[src/rtl/seq_detector_param.sv]
// seq_detector_param: run-time loadable serial pattern detector.
// Samples w on an internal tick strobe derived from clock_in, flags a match
// with a registered one-cycle pulse on z and keeps a saturating match count.
// Build option: define SEQ_DET_DIRECT_CLK_EN to drop the divider and sample
// w on every clock_in edge (CLK_DIV is then ignored).
module seq_detector_param #(
   parameter int unsigned           PAT_LEN = 4,
   parameter int unsigned           CLK_DIV = 50000000,
   parameter int unsigned           CNT_W   = 8,
   parameter logic [PAT_LEN-1:0]    RST_PAT = PAT_LEN'(4'b0011)
) (
   input  logic                clock_in,
   input  logic                Resetn,
   input  logic                w,
   input  logic [PAT_LEN-1:0]  pattern,
   input  logic                load_pat,
   input  logic                overlap_en,
   output logic                tick,
   output logic                z,
   output logic [CNT_W-1:0]    match_count
);

   localparam int unsigned HW = PAT_LEN - 1;
   localparam int unsigned FW = $clog2(PAT_LEN);

   logic               w_tick;
   logic [PAT_LEN-1:0] w_cand;
   logic [HW-1:0]      w_shift;
   logic               w_full;
   logic               w_hit;

   logic [HW-1:0]      r_hist;
   logic [FW-1:0]      r_fill;
   logic [PAT_LEN-1:0] r_pat;
   logic               r_z;
   logic [CNT_W-1:0]   r_cnt;

`ifdef SEQ_DET_DIRECT_CLK_EN
   assign w_tick = 1'b1;
`else
   localparam int unsigned DW = (CLK_DIV > 1) ? $clog2(CLK_DIV) : 1;

   logic [DW-1:0] r_div;

   // Divider: counts 0..CLK_DIV-1 and wraps; tick decodes the last count.
   always_ff @(posedge clock_in or negedge Resetn) begin
      if (!Resetn)
         r_div <= '0;
      else if (r_div == DW'(CLK_DIV - 1))
         r_div <= '0;
      else
         r_div <= r_div + DW'(1);
   end

   assign w_tick = (r_div == DW'(CLK_DIV - 1));
`endif

   // The shifted history is the low bits of the candidate word, which also
   // covers PAT_LEN=2 where the history is a single bit.
   assign w_cand  = {r_hist, w};
   assign w_shift = w_cand[HW-1:0];
   assign w_full  = (r_fill == FW'(PAT_LEN - 1));
   assign w_hit   = w_tick && !load_pat && w_full && (w_cand == r_pat);

   // Pattern register, sample history, fill level and match pulse.
   always_ff @(posedge clock_in or negedge Resetn) begin
      if (!Resetn) begin
         r_hist <= '0;
         r_fill <= '0;
         r_pat  <= RST_PAT;
         r_z    <= 1'b0;
      end else begin
         r_z <= 1'b0;
         if (load_pat) begin
            r_pat  <= pattern;
            r_hist <= '0;
            r_fill <= '0;
         end else if (w_tick) begin
            if (w_hit) begin
               r_z <= 1'b1;
               if (overlap_en) begin
                  r_hist <= w_shift;
               end else begin
                  r_hist <= '0;
                  r_fill <= '0;
               end
            end else begin
               r_hist <= w_shift;
               if (!w_full)
                  r_fill <= r_fill + FW'(1);
            end
         end
      end
   end

   // Saturating match counter; untouched by pattern loads.
   always_ff @(posedge clock_in or negedge Resetn) begin
      if (!Resetn)
         r_cnt <= '0;
      else if (w_hit && (r_cnt != '1))
         r_cnt <= r_cnt + CNT_W'(1);
   end

   assign tick        = w_tick;
   assign z           = r_z;
   assign match_count = r_cnt;

endmodule

[config.mk]
export PLATFORM = sky130hd
export DESIGN_NAME = seq_detector_param
export DESIGN_NICKNAME = d
export VERILOG_FILES = /design/src/rtl/seq_detector_param.sv
export SDC_FILE = /design/constraint.sdc
export NUM_CORES = 1
export LEC_CHECK = 0
export BUFFER_PORTS_ARGS = -buffer_cell sky130_fd_sc_hd__buf_2
export CAP_MARGIN = 0
export CORE_MARGIN = 3
export CORE_UTILIZATION = 40
export DETAILED_ROUTE_END_ITERATION = 6
export PLACE_DENSITY = 0.63
export SETUP_SLACK_MARGIN = 0.4
export SKIP_LAST_GASP = 1
export SYNTH_ARGS = -nofsm -noshare
export SYNTH_HDL_FRONTEND = slang
export SYNTH_SLANG_ARGS = --single-unit
[constraint.sdc]
create_clock -name clock_in -period 2.44 [get_ports clock_in]
set_clock_uncertainty 0.1 [all_clocks]
set_input_delay 0.244 -clock clock_in [delete_from_list [all_inputs] [get_ports clock_in]]
set_output_delay 0.244 -clock clock_in [all_outputs]
set_load 0.05 [all_outputs]
### Word-level counts from Yosys, hierarchy flattened

Cells that the tools add are included.

| word-level totals | value |
|---|---|
| memory bits (read-only) | 0 |
| flip-flop bits (word level) | 44 |
| word-level logic and storage cells | 35 |
| bits in writable memories | 0 |
| memories kept | 0 |
| latch bits | 0 |
| input bits | 9 |

| operators by class | value |
|---|---|
| mux-type cells | 13 |
| equal/unequal tests | 6 |
| shifts and indexed selects | 0 |
| reductions and logical operators | 7 |
| add/subtract/negate cells | 3 |
| magnitude comparators | 0 |
| bitwise operators | 0 |
| $mul | 0 |
| div/mod/pow operators | 0 |

Operator list:

| kind | count |
|---|---|
| adder 26 x 1 -> 26 bit, second input constant | 1 |
| == test 26 bit, second input constant | 1 |
| two-way mux 26 bit | 1 |
| two-way mux 3 bit | 4 |
| two-way mux 2 bit | 5 |
| adder 8 x 1 -> 8 bit, second input constant | 1 |
| inequality test 8 bit, second input constant | 1 |
| == test 4 bit | 1 |
| logical AND 1 bit | 4 |
| two-way mux 1 bit | 3 |
| inequality test 3 x 2 -> 1 bit, second input constant | 1 |
| inequality test 3 bit, second input constant | 1 |
| AND reduction 3 bit | 1 |
| adder 2 x 1 -> 2 bit, second input constant | 1 |
| == test 2 bit, second input constant | 1 |
| nonzero test 2 bit | 1 |
| zero test 1 bit | 1 |

### Longest topological paths before layout

Gate-level depths: netlist of run 1.

| depth | value |
|---|---|
| word-level depth | 7 |
| gate-level depth with buffers | 8 |

### Least setup slack after synthesis of run 1

OpenSTA, ideal clock, no wires.

| timing path | value |
|---|---|
| kind | reg2reg |
| start point | register r_div[0] |
| end point | register r_cnt[3] (netlist: match_count[3]) |
| cell stages (with the launch flop) | 9 |
| path slack | 85 ps |
| data arrival time | 2111 ps |
| path buffers | 1 |
| library setup time | 144 ps |
| cells stage by stage | dfrtp_1 -> ha_1 -> nand4_2 -> or2_1 -> or3_1 -> buf_6 -> inv_1 -> nand3_1 -> xnor2_1 |

| on the way | value |
|---|---|
| longest elaborated chain between the ends | 5 |

RTL lines:

| item | line | RTL |
|---|---|---|
| from (decl) | 43 | `logic [DW-1:0] r_div;` |
| from (signal assigned) | 52 | `r_div <= r_div + DW'(1);` |
| == test 26 bit | 55 | `assign w_tick = (r_div == DW'(CLK_DIV - 1));` |
| via tick | 18 | `output logic tick,` |
| logical AND 1 bit (3 in series) | 63 | `assign w_hit = w_tick && !load_pat && w_full && (w_cand == r_pat);` |
| logical AND 1 bit | 100 | `else if (w_hit && (r_cnt != '1))` |
| to (signal assigned) | 101 | `r_cnt <= r_cnt + CNT_W'(1);` |
| to (decl) | 36 | `logic [CNT_W-1:0] r_cnt;` |

The timed path passes the listed nets, and every way through them passes these cells.
A chain may end at the register's enable or synchronous reset.

### Worst setup path after layout of run 1

| timing path | value |
|---|---|
| start point | register r_div[10] |
| end point | register r_cnt[1] (netlist: match_count[1]) |

| on the way | value |
|---|---|
| longest elaborated chain between the ends | 5 |

RTL lines:

| item | line |
|---|---|
| == test 26 bit | 55 |
| logical AND 1 bit (3 in series) | 63 |
| logical AND 1 bit | 100 |

No other way between the ends.

==> results of run 1 <==
[synthesized netlist by cell type, types with 2 or more instances]
library cell / number
nand2b_1: 3
dfrtp_1: 42
xnor2_1: 13
nand4_1: 10
or3_1: 3
clkbuf_1: 2
nor4b_2: 2
nand2_1: 14
inv_1: 3
and3_1: 8
nor2_1: 22
mux2_2: 5
nor3b_1: 2
xor2_1: 20
o21ai_0: 2
nor4_1: 2
nand3_1: 17
a21oi_1: 4
ha_1: 3
nor3_1: 2
dfstp_2: 2
[flip-flops by register name, summed over array words and instances, names as in the netlist]
signal / cells
r_div: 26
match_count: 8
r_pat: 4
r_hist: 3
r_fill: 2
z: 1
[routing by layer]
metal	track usage (%)	wire, um
met1	22.0	2170
met2	22.9	2330
met3	3.97	147
met4	6.87	125
met5	0	0
[cell families (layout without fill, tap and decap cells)]
logic type / Yosys count / in the layout
buffers and inverters: 7 / 58
AND/OR/NAND/NOR: 97 / 97
multiplexers: 7 / 7
XOR/XNOR: 33 / 33
AO/OA/AOI/OAI: 7 / 7
flip-flops: 44 / 44
adder cells (fa/ha/maj): 3 / 3
[stage by stage]
step	hold slack, ns	utilization [%]
4_1_cts	0.0546	51.8
3_5_place_dp	0.111	46.6
6_report	0.0589	56.7
2_1_floorplan	-0.152	-
5_1_grt	0.0487	56.7
3_3_place_gp	0.115	46.6
[area by class of cell]
| type | count | area (um2) | share of cell area (%) |
|---|---|---|---|
| tap | 70 | 87.6 | 3.00 |
| sequential | 44 | 1100 | 37.9 |
| multi-input combinational | 147 | 1210 | 41.7 |
| timing repair buffer | 47 | 379 | 13.0 |
| inverter | 3 | 15.0 | 0.515 |
| clock inverter | 3 | 46.3 | 1.59 |
| clock buffer | 5 | 68.8 | 2.36 |
[worst min-delay path by stage]
stage / to / from / cells after the start / slack (ns)
after detailed placement: match_count[5] / Resetn / 1 / 0.11
after global routing: r_pat[2] / pattern[2] / 2 / 0.05
after CTS: r_pat[3] / pattern[3] / 2 / 0.05
after floorplan: match_count[0] / Resetn / 0 / -0.15
final: r_pat[3] / pattern[3] / 2 / 0.06
after global placement: match_count[5] / Resetn / 1 / 0.11
[power breakdown]
part           internal, W  switching (W)  leakage [nW]
sequential        0.000738     0.00000419         0.587
combinational    0.0000168      0.0000255         0.679
clock             0.000308       0.000262        0.0548
total              0.00106       0.000292          1.32
[worst max-delay path, delay by kind of cell, from the launching register on]
family	cells	cell delay [ns]
buffers and inverters	1	0.18
DFF	1	0.45
muxes	1	0.32
and+or+nand+nor	4	1.10
[repair_timing]
item	4_1_cts	5_1_grt
hold endpoints to repair	15	0
endpoints found under the setup margin	11	30
buffers inserted	13	9
pin swaps	3	23
gates resized for setup	12	41
hold buffers	1	0
==> key figures, run 1 <==
Routing
  • DR pass1 iterations: 4
  • DRT Wirelength: around 4800 um
  • Post-DR wirelength/cell: 15.0 um
  • Antenna viol nets, final: 0
  • DR DRC count: 0
  • Vias per cell: 5.14
  • Initial drt markers: between 70 and 80
  • DR vias: 1641

Yosys
  • Synth Register Bits: 44
  • Post-synthesis xor/xnor area fraction: between 10% and 20%
  • Multiplexer share of the synthesized area: approximately 3.6%
  • Synth top area cells: dfrtp_1 49%, xor2_1 8.1%, xnor2_1 5.3%
  • Ys async rst share: 100%
  • Adder-cell share of the synthesized area: roughly 1.7%
  • Largest family of logic cells by synthesized area: simple AND/OR/NAND/NOR gates
  • Synth Area in Compound Gates: 1.75%
  • Synthesized area: 2150 um2
  • Share of the synthesized area in the top cell type: 48.9%
  • Syn Nets: 210
  • Largest area contributor in the netlist: dfrtp_1
  • Post-Synth Simple-Gate Area: 26.5%
  • Register area share after synthesis: roughly 50%
  • Top FF cell, synth: dfrtp_1
  • Synthesis warning total: 0
  • Syn Area/Cell: 10.9 um2
  • Post-synth EDFFs: 0
  • Count of cell types in the netlist: 38
  • Cells after synthesis: 198

CTS
  • CTS tree: yes
  • Worst-path clk slew: 0.09 ns
  • Clock sink total: 44
  • H-Tree Level Count: 2
  • Clock Latency Late Sink: ~0.31 ns
  • Root buffer cell: clkbuf_8
  • Number of buffers created by CTS: 5
  • Longest Clk Path Bufs: 2

Power and ir drop
  • Leakage power: 1.32 nW
  • Pwr/cell area: 464 nW/um2
  • Worst VDD drop: 0.298 mV
  • Power consumption: 0.00135 W

Setup path
  • CP Class: register to register
  • CP Launch Type: register
  • Critical path data arrival time: 2.35 ns
  • R2r startpoint: r_div[10]
  • CP cell instances: nor4b_2 -> nand4b_1 -> buf_4 -> or3_4 -> nor3_4 -> mux2_4
  • Reg2reg setup slack: 0.18 ns
  • CP max FO: 5
  • FF-to-FF path depth: 6
  • Max stage delay on crit path: 0.45 ns
  • Worst Path Required: 2.53 ns
  • Reg2reg end: match_count[1]
  • CP Launch Point: r_div[10]
  • Crit-path slowest cell: dfrtp_1
  • Critical path capture point type: register
  • Worst setup path endpoint: match_count[1]

Floorplan
  • Ports: 19
  • Initial Utilization: 41.8%
  • Die width: between 70 and 80 um
  • DIE AREA: 6290 um2
  • Core area: 5140 um2
  • Die Height: 79.3 um
  • Rows: 26

Cells and area
  • Final Net Count: 260
  • Commonest non-fill, non-tap cell in the layout: dfrtp_1
  • Layout cell share with drive strength beyond 1: a little under 40%
  • Filler Cell Count: 459
  • Post-route cell area: 2920 um2
  • Inserted Diodes: 0
  • P&R area growth vs syn: 35.6%
  • Commonest non-fill, non-tap cells in the layout: 41 x dfrtp_1, 19 x xor2_1, 17 x buf_2, 17 x buf_4
  • Non-Filler Instances: 319

Min path
  • Hold crit path type: input port to register

GRT
  • Total gr overflow: 0
  • GRT Total Usage: 15.7%
  • First-pass GRT wire length: between 7000 and 8000 um
  • Largest net degree at the start of global routing: 28
  • Vias in the first global route: 1591
  • Initial antenna violation count: 0

Timing
  • Worst Max-Slew Pin Slew: just under 0.5 ns
  • Final Critical Period: 2.26 ns
  • Final setup fails: 0
  • Slew Viols, Final: 0
  • Worst setup margin: 0.177 ns
  • FMAX: approximately 440 MHz
  • Tcrit/Tclk final: between 90% and 100%
  • Slew headroom: 67.7%
  • Unrepaired setup endpoints after global routing: true
  • Sum Neg Setup Slack: 0 ns
  • Final Hold Fails: 0

Place
  • DP HPWL: 2930 um
  • Post-DP Area: ~2400 um2
  • Placed Instances: 288
  • Pre-CTS WS: 0.144 ns
  • GP Congestion: 0.761
  • Input/output buffers: 18

Job
  • Max-Cap Viols: 0

Run status
  • Outcome: complete, no violations
Power figures use the tool's default switching activity.
==> inputs of run 2 (changes only) <==
Settings changed: BUFFER_PORTS_ARGS -buffer_cell sky130_fd_sc_hd__buf_2 to not set, CORE_MARGIN 3 to 2, DONT_BUFFER_PORTS set to 1, PLACE_DENSITY 0.63 to 0.6, SETUP_SLACK_MARGIN 0.4 to 0.3.
==> key figures, run 2 (synthesis gave the netlist of run 1 again) <==
Run status
  • Outcome: complete, no violations

Power and ir drop
  • Power consumption: between 0.001 and 0.0015 W
  • Worst VDD drop: 0.301 mV
  • Leakage power: 1.22 nW
  • Pwr/cell area: between 400 and 500 nW/um2

Timing
  • Final setup fails: 0
  • Final Critical Period: 2.22 ns
  • Slew headroom: 68.4%
  • Worst Max-Slew Pin Slew: roughly 0.47 ns
  • FMAX: 450 MHz
  • Unrepaired setup endpoints after global routing: true
  • Slew Viols, Final: 0
  • Worst setup margin: 0.218 ns
  • Sum Neg Setup Slack: 0 ns
  • Tcrit/Tclk final: 91.1%
  • Final Hold Fails: 0

Setup path
  • Reg2reg end: match_count[1]
  • CP Class: register to output pin
  • FF-to-FF path depth: 7
  • Worst setup path endpoint: tick
  • CP Launch Point: r_div[1]
  • Reg2reg setup slack: 0.22 ns
  • CP Launch Type: register
  • Crit-path slowest cell: dfrtp_1
  • Critical path data arrival time: 1.88 ns
  • CP cell instances: ha_4 -> nand4_4 -> or2_4 -> or3_4 -> clkinvlp_4 -> buf_8
  • Max stage delay on crit path: 0.41 ns
  • Worst Path Required: 2.10 ns
  • Critical path capture point type: output pin
  • CP max FO: 3
  • R2r startpoint: r_div[1]

Min path
  • Hold crit path type: input port to register

Routing
  • Antenna viol nets, final: 0
  • DR DRC count: 0
  • Vias per cell: 4.97
  • DR vias: 1521
  • Met3 Wirelength: 102 um
  • Initial drt markers: ~90
  • DRT met1 WL: 2110 um
  • Top Layer Used: met4
  • Post-DR wirelength/cell: 14.1 um
  • DR pass1 iterations: 4
  • WL met2: 2000 um
  • DRT Wirelength: 4310 um

Job
  • Max-Cap Viols: 0

GRT
  • Vias in the first global route: 1567
  • Largest net degree at the start of global routing: 45
  • Initial antenna violation count: 0
  • GRT Total Usage: 15.7%
  • Total gr overflow: 0
  • First-pass GRT wire length: 7310 um

Floorplan
  • Core area: slightly above 5000 um2
  • Ports: 19
  • Die Height: a little under 80 um
  • Die width: around 77 um
  • Rows: 26
  • Initial Utilization: 41.8%
  • DIE AREA: roughly 6000 um2

Place
  • DP HPWL: ~2800 um
  • Pre-CTS WS: 0.137 ns
  • Input/output buffers: 0
  • GP Congestion: roughly 0.76

CTS
  • Longest Clk Path Bufs: 2
  • Worst-path clk slew: 0.09 ns
  • H-Tree Level Count: 2
  • Number of buffers created by CTS: 5
  • Clock sink total: 44
  • Root buffer cell: clkbuf_8
  • CTS tree: yes
  • Clock Latency Late Sink: 0.30 ns

Cells and area
  • Layout cell share with drive strength beyond 1: 25.0%
  • Inserted Diodes: 0
  • Number of flip-flops in the largest register: 26
  • Largest Register: r_div
  • Commonest non-fill, non-tap cells in the layout: 40 x dfrtp_1, 23 x buf_4, 21 x nor2_1
  • Final Net Count: 247
  • P&R area growth vs syn: 25.0%
  • Commonest non-fill, non-tap cell in the layout: dfrtp_1
-- run 2: routing by layer --
layer / up-vias / GRT usage [%]
met3: 5 / 2.44
met2: 23 / 24.3
li1: 768 / -
met4: 0 / 8.57
met1: 725 / 21.1
met5: - / 0
-- run 2: what timing repair did --
action	4_1_cts	5_1_grt
hold buffers	8	0
gates resized for setup	8	8
hold endpoints to repair	52	0
buffers inserted	10	3
pin swaps	6	3
setup endpoints to repair	6	7
-- run 2: worst min path at each step --
stage	endpoint	cells after the start	slack [ns]	from
global route	r_fill[1]	2	0.02	load_pat
floorplan	match_count[0]	0	-0.15	Resetn
finish	r_fill[1]	2	0.03	load_pat
global placement	r_div[21]	0	-0.15	Resetn
CTS	r_fill[1]	2	0.02	load_pat
detailed placement	r_div[15]	0	-0.15	Resetn
-- run 2: layout make-up --
type                            instances  area [um2]
Clock buffer                            8        90.1
Fill cell                             484        2450
Inverter                                3        15.0
Multi-Input combinational cell        147        1080
Sequential cell                        44        1110
Tap cell                               70        87.6
Timing Repair Buffer                   34         308
-- run 2: metrics by stage --
step	std cells	cell area [um2]	hold slack (ns)	util, %
4_1_cts	303	2630	0.0212	51.2
3_3_place_gp	277	2340	-0.150	45.5
5_1_grt	306	2690	0.0157	52.3
6_report	306	2690	0.0250	52.3
3_5_place_dp	277	2340	-0.150	45.5
2_1_floorplan	198	2180	-0.152	-
-- run 2: power breakdown --
| part | switching, W | internal (W) | leakage (nW) | total, W |
|---|---|---|---|---|
| combinational | 0.0000252 | 0.0000227 | 0.587 | 0.0000479 |
| clock | 0.000244 | 0.000231 | 0.0455 | 0.000476 |
| sequential | 0.00000424 | 0.000738 | 0.586 | 0.000742 |
| total | 0.000274 | 0.000992 | 1.22 | 0.00127 |
-- run 2: worst max-delay path, delay by kind of cell (launching register included) --
family | cells | cell delay, ns
AND/OR/NAND/NOR | 3 | 0.76
flip-flops | 1 | 0.41
buffers and inverters | 2 | 0.24
adder cells (fa/ha/maj) | 1 | 0.16
==> inputs of run 3 (changes only) <==
Settings changed: MAX_ROUTING_LAYER set to met4.
==> key figures, run 3 (synthesis gave the netlist of run 1 again) <==
Run status
  • Outcome: complete, no violations

Cells and area
  • Filler Cell Count: 484
  • P&R area growth vs syn: 25.0%
  • Commonest non-fill, non-tap cells in the layout: 40 x dfrtp_1, 23 x buf_4, 21 x nor2_1
  • Largest Register: r_div
  • Reg area: roughly 1100 um2
  • Final Net Count: ~250
  • Number of flip-flops in the largest register: 26
  • Inserted Diodes: 0
  • Area of the multi-input gates: 1080 um2
  • Layout cell share with drive strength beyond 1: ~25%
  • Commonest non-fill, non-tap cell in the layout: dfrtp_1

Setup path
  • Critical path data arrival time: 1.88 ns
  • FF-to-FF path depth: 7
  • CP max FO: 3
  • CP Launch Type: register
  • Worst Path Required: 2.10 ns
  • R2r startpoint: r_div[1]
  • Critical path capture point type: output pin
  • CP Class: register to output pin
  • Reg2reg setup slack: 0.22 ns
  • Reg2reg end: match_count[1]

Power and ir drop
  • Leakage power: 1.22 nW
  • Pwr/cell area: between 400 and 500 nW/um2
  • Worst VDD drop: 0.301 mV

Routing
  • Antenna viol nets, final: 0
  • DRT Wirelength: 4300 um
  • DR pass1 iterations: 4
  • Initial drt markers: 91
  • Post-DR wirelength/cell: approximately 14 um
  • DR vias: between 1500 and 2000
  • Vias per cell: approximately 5
  • DR DRC count: 0

CTS
  • Root buffer cell: clkbuf_8
  • Clock sink total: 44
  • Worst-path clk slew: 0.08 ns
  • CTS tree: yes
  • H-Tree Level Count: 2
  • Clock Latency Late Sink: approximately 0.30 ns
  • Longest Clk Path Bufs: 2
  • Number of buffers created by CTS: 5

Min path
  • Hold Crit Endpoint: r_fill[1]
  • Hold Crit Depth: 2
  • Worst min-delay path startpoint: load_pat
  • Hold crit path type: input port to register

Place
  • Input/output buffers: 0
  • DP HPWL: 2830 um
  • GP Congestion: 0.768

GRT
  • Largest net degree at the start of global routing: 45
  • GRT Total Usage: 16.1%
  • Total gr overflow: 0
  • First-pass GRT wire length: 7310 um
  • Initial antenna violation count: 0
  • Vias in the first global route: about 1600

Timing
  • FMAX: 450 MHz
  • Unrepaired setup endpoints after global routing: true
  • Final setup fails: 0
  • Final Hold Fails: 0
  • Tcrit/Tclk final: 91.0%
  • Sum Neg Setup Slack: 0 ns
  • Slew Viols, Final: 0
  • Final Critical Period: 2.22 ns
  • Worst Max-Slew Pin Slew: between 0.4 and 0.5 ns
  • Worst hold slack: 0.0279 ns
  • Slew headroom: 68.4%

Floorplan
  • Initial Utilization: 41.8%
  • DIE AREA: 5980 um2
  • Rows: 26
  • Core area: 5140 um2
  • Die width: 77.3 um
  • Die Height: 77.3 um
  • Ports: 19

Job
  • Max-Cap Viols: 0
-- run 3: cell counts in the layout (fill, tap and decap cells not counted) --
No cell type changed its count.
-- run 3: metal layers --
layer / share of wire [%] / wire (um) / track usage [%] / up-vias
li1: - / - / - / 768
met1: 49 / 2100 / 21.0 / 730
met2: 47 / 2010 / 24.4 / 20
met3: 2.1 / 90 / 2.44 / 6
met4: 2.0 / 86 / 8.57 / 0
met5: 0 / 0 / - / -
-- run 3: layout make-up --
| cell class | count | area share (%) |
|---|---|---|
| repair buffers | 34 | 11.5 |
| clock buffers | 8 | 3.35 |
| multi-input cells | 147 | 40.2 |
| flip-flops and latches | 44 | 41.2 |
| inverters | 3 | 0.559 |
| well taps | 70 | 3.26 |
-- run 3: worst max path at each step --
stage,start,cells past startpoint,slack [ns],endpoint
6_report,r_div[1],6,0.22,tick
5_1_grt,r_div[1],6,0.15,tick
4_1_cts,r_div[0],6,0.21,tick
3_5_place_dp,r_div[0],6,0.14,match_count[1]
3_3_place_gp,r_div[10],5,0.21,match_count[6]
2_1_floorplan,r_div[0],7,0.32,match_count[1]
-- run 3: timing repair --
item,CTS,global route
pin swaps,6,3
endpoints found under the setup margin,6,7
hold buffers,8,0
hold endpoints to repair,52,0
setup buffers,10,3
gates resized for setup,8,8
-- run 3: through the flow --
| step | total power, W | util [%] | setup WS [ns] | area, um2 | cells |
|---|---|---|---|---|---|
| 6_report | 0.00126 | 52.3 | 0.219 | 2690 | 306 |
| 5_1_grt | 0.00132 | 52.3 | 0.150 | 2690 | 306 |
| 4_1_cts | 0.00128 | 51.2 | 0.208 | 2630 | 303 |
| 3_5_place_dp | 0.000773 | 45.5 | 0.137 | 2340 | 277 |
| 3_3_place_gp | 0.000773 | 45.5 | 0.214 | 2340 | 277 |
| 2_1_floorplan | 0.000772 | - | 0.323 | 2180 | 198 |
-- run 3: critical path: stages (launching register included) --
cell and delay (ns):
dfrtp_1 0.40, ha_4 0.16, nand4_4 0.10, or2_4 0.25, or3_4 0.41, clkinvlp_4 0.10
buf_8 0.14
-- run 3: power by group --
part	internal (W)	switching [W]	leakage [nW]
Clock	0.000231	0.000242	0.0455
Combinational	0.0000227	0.0000251	0.587
Sequential	0.000738	0.00000422	0.586
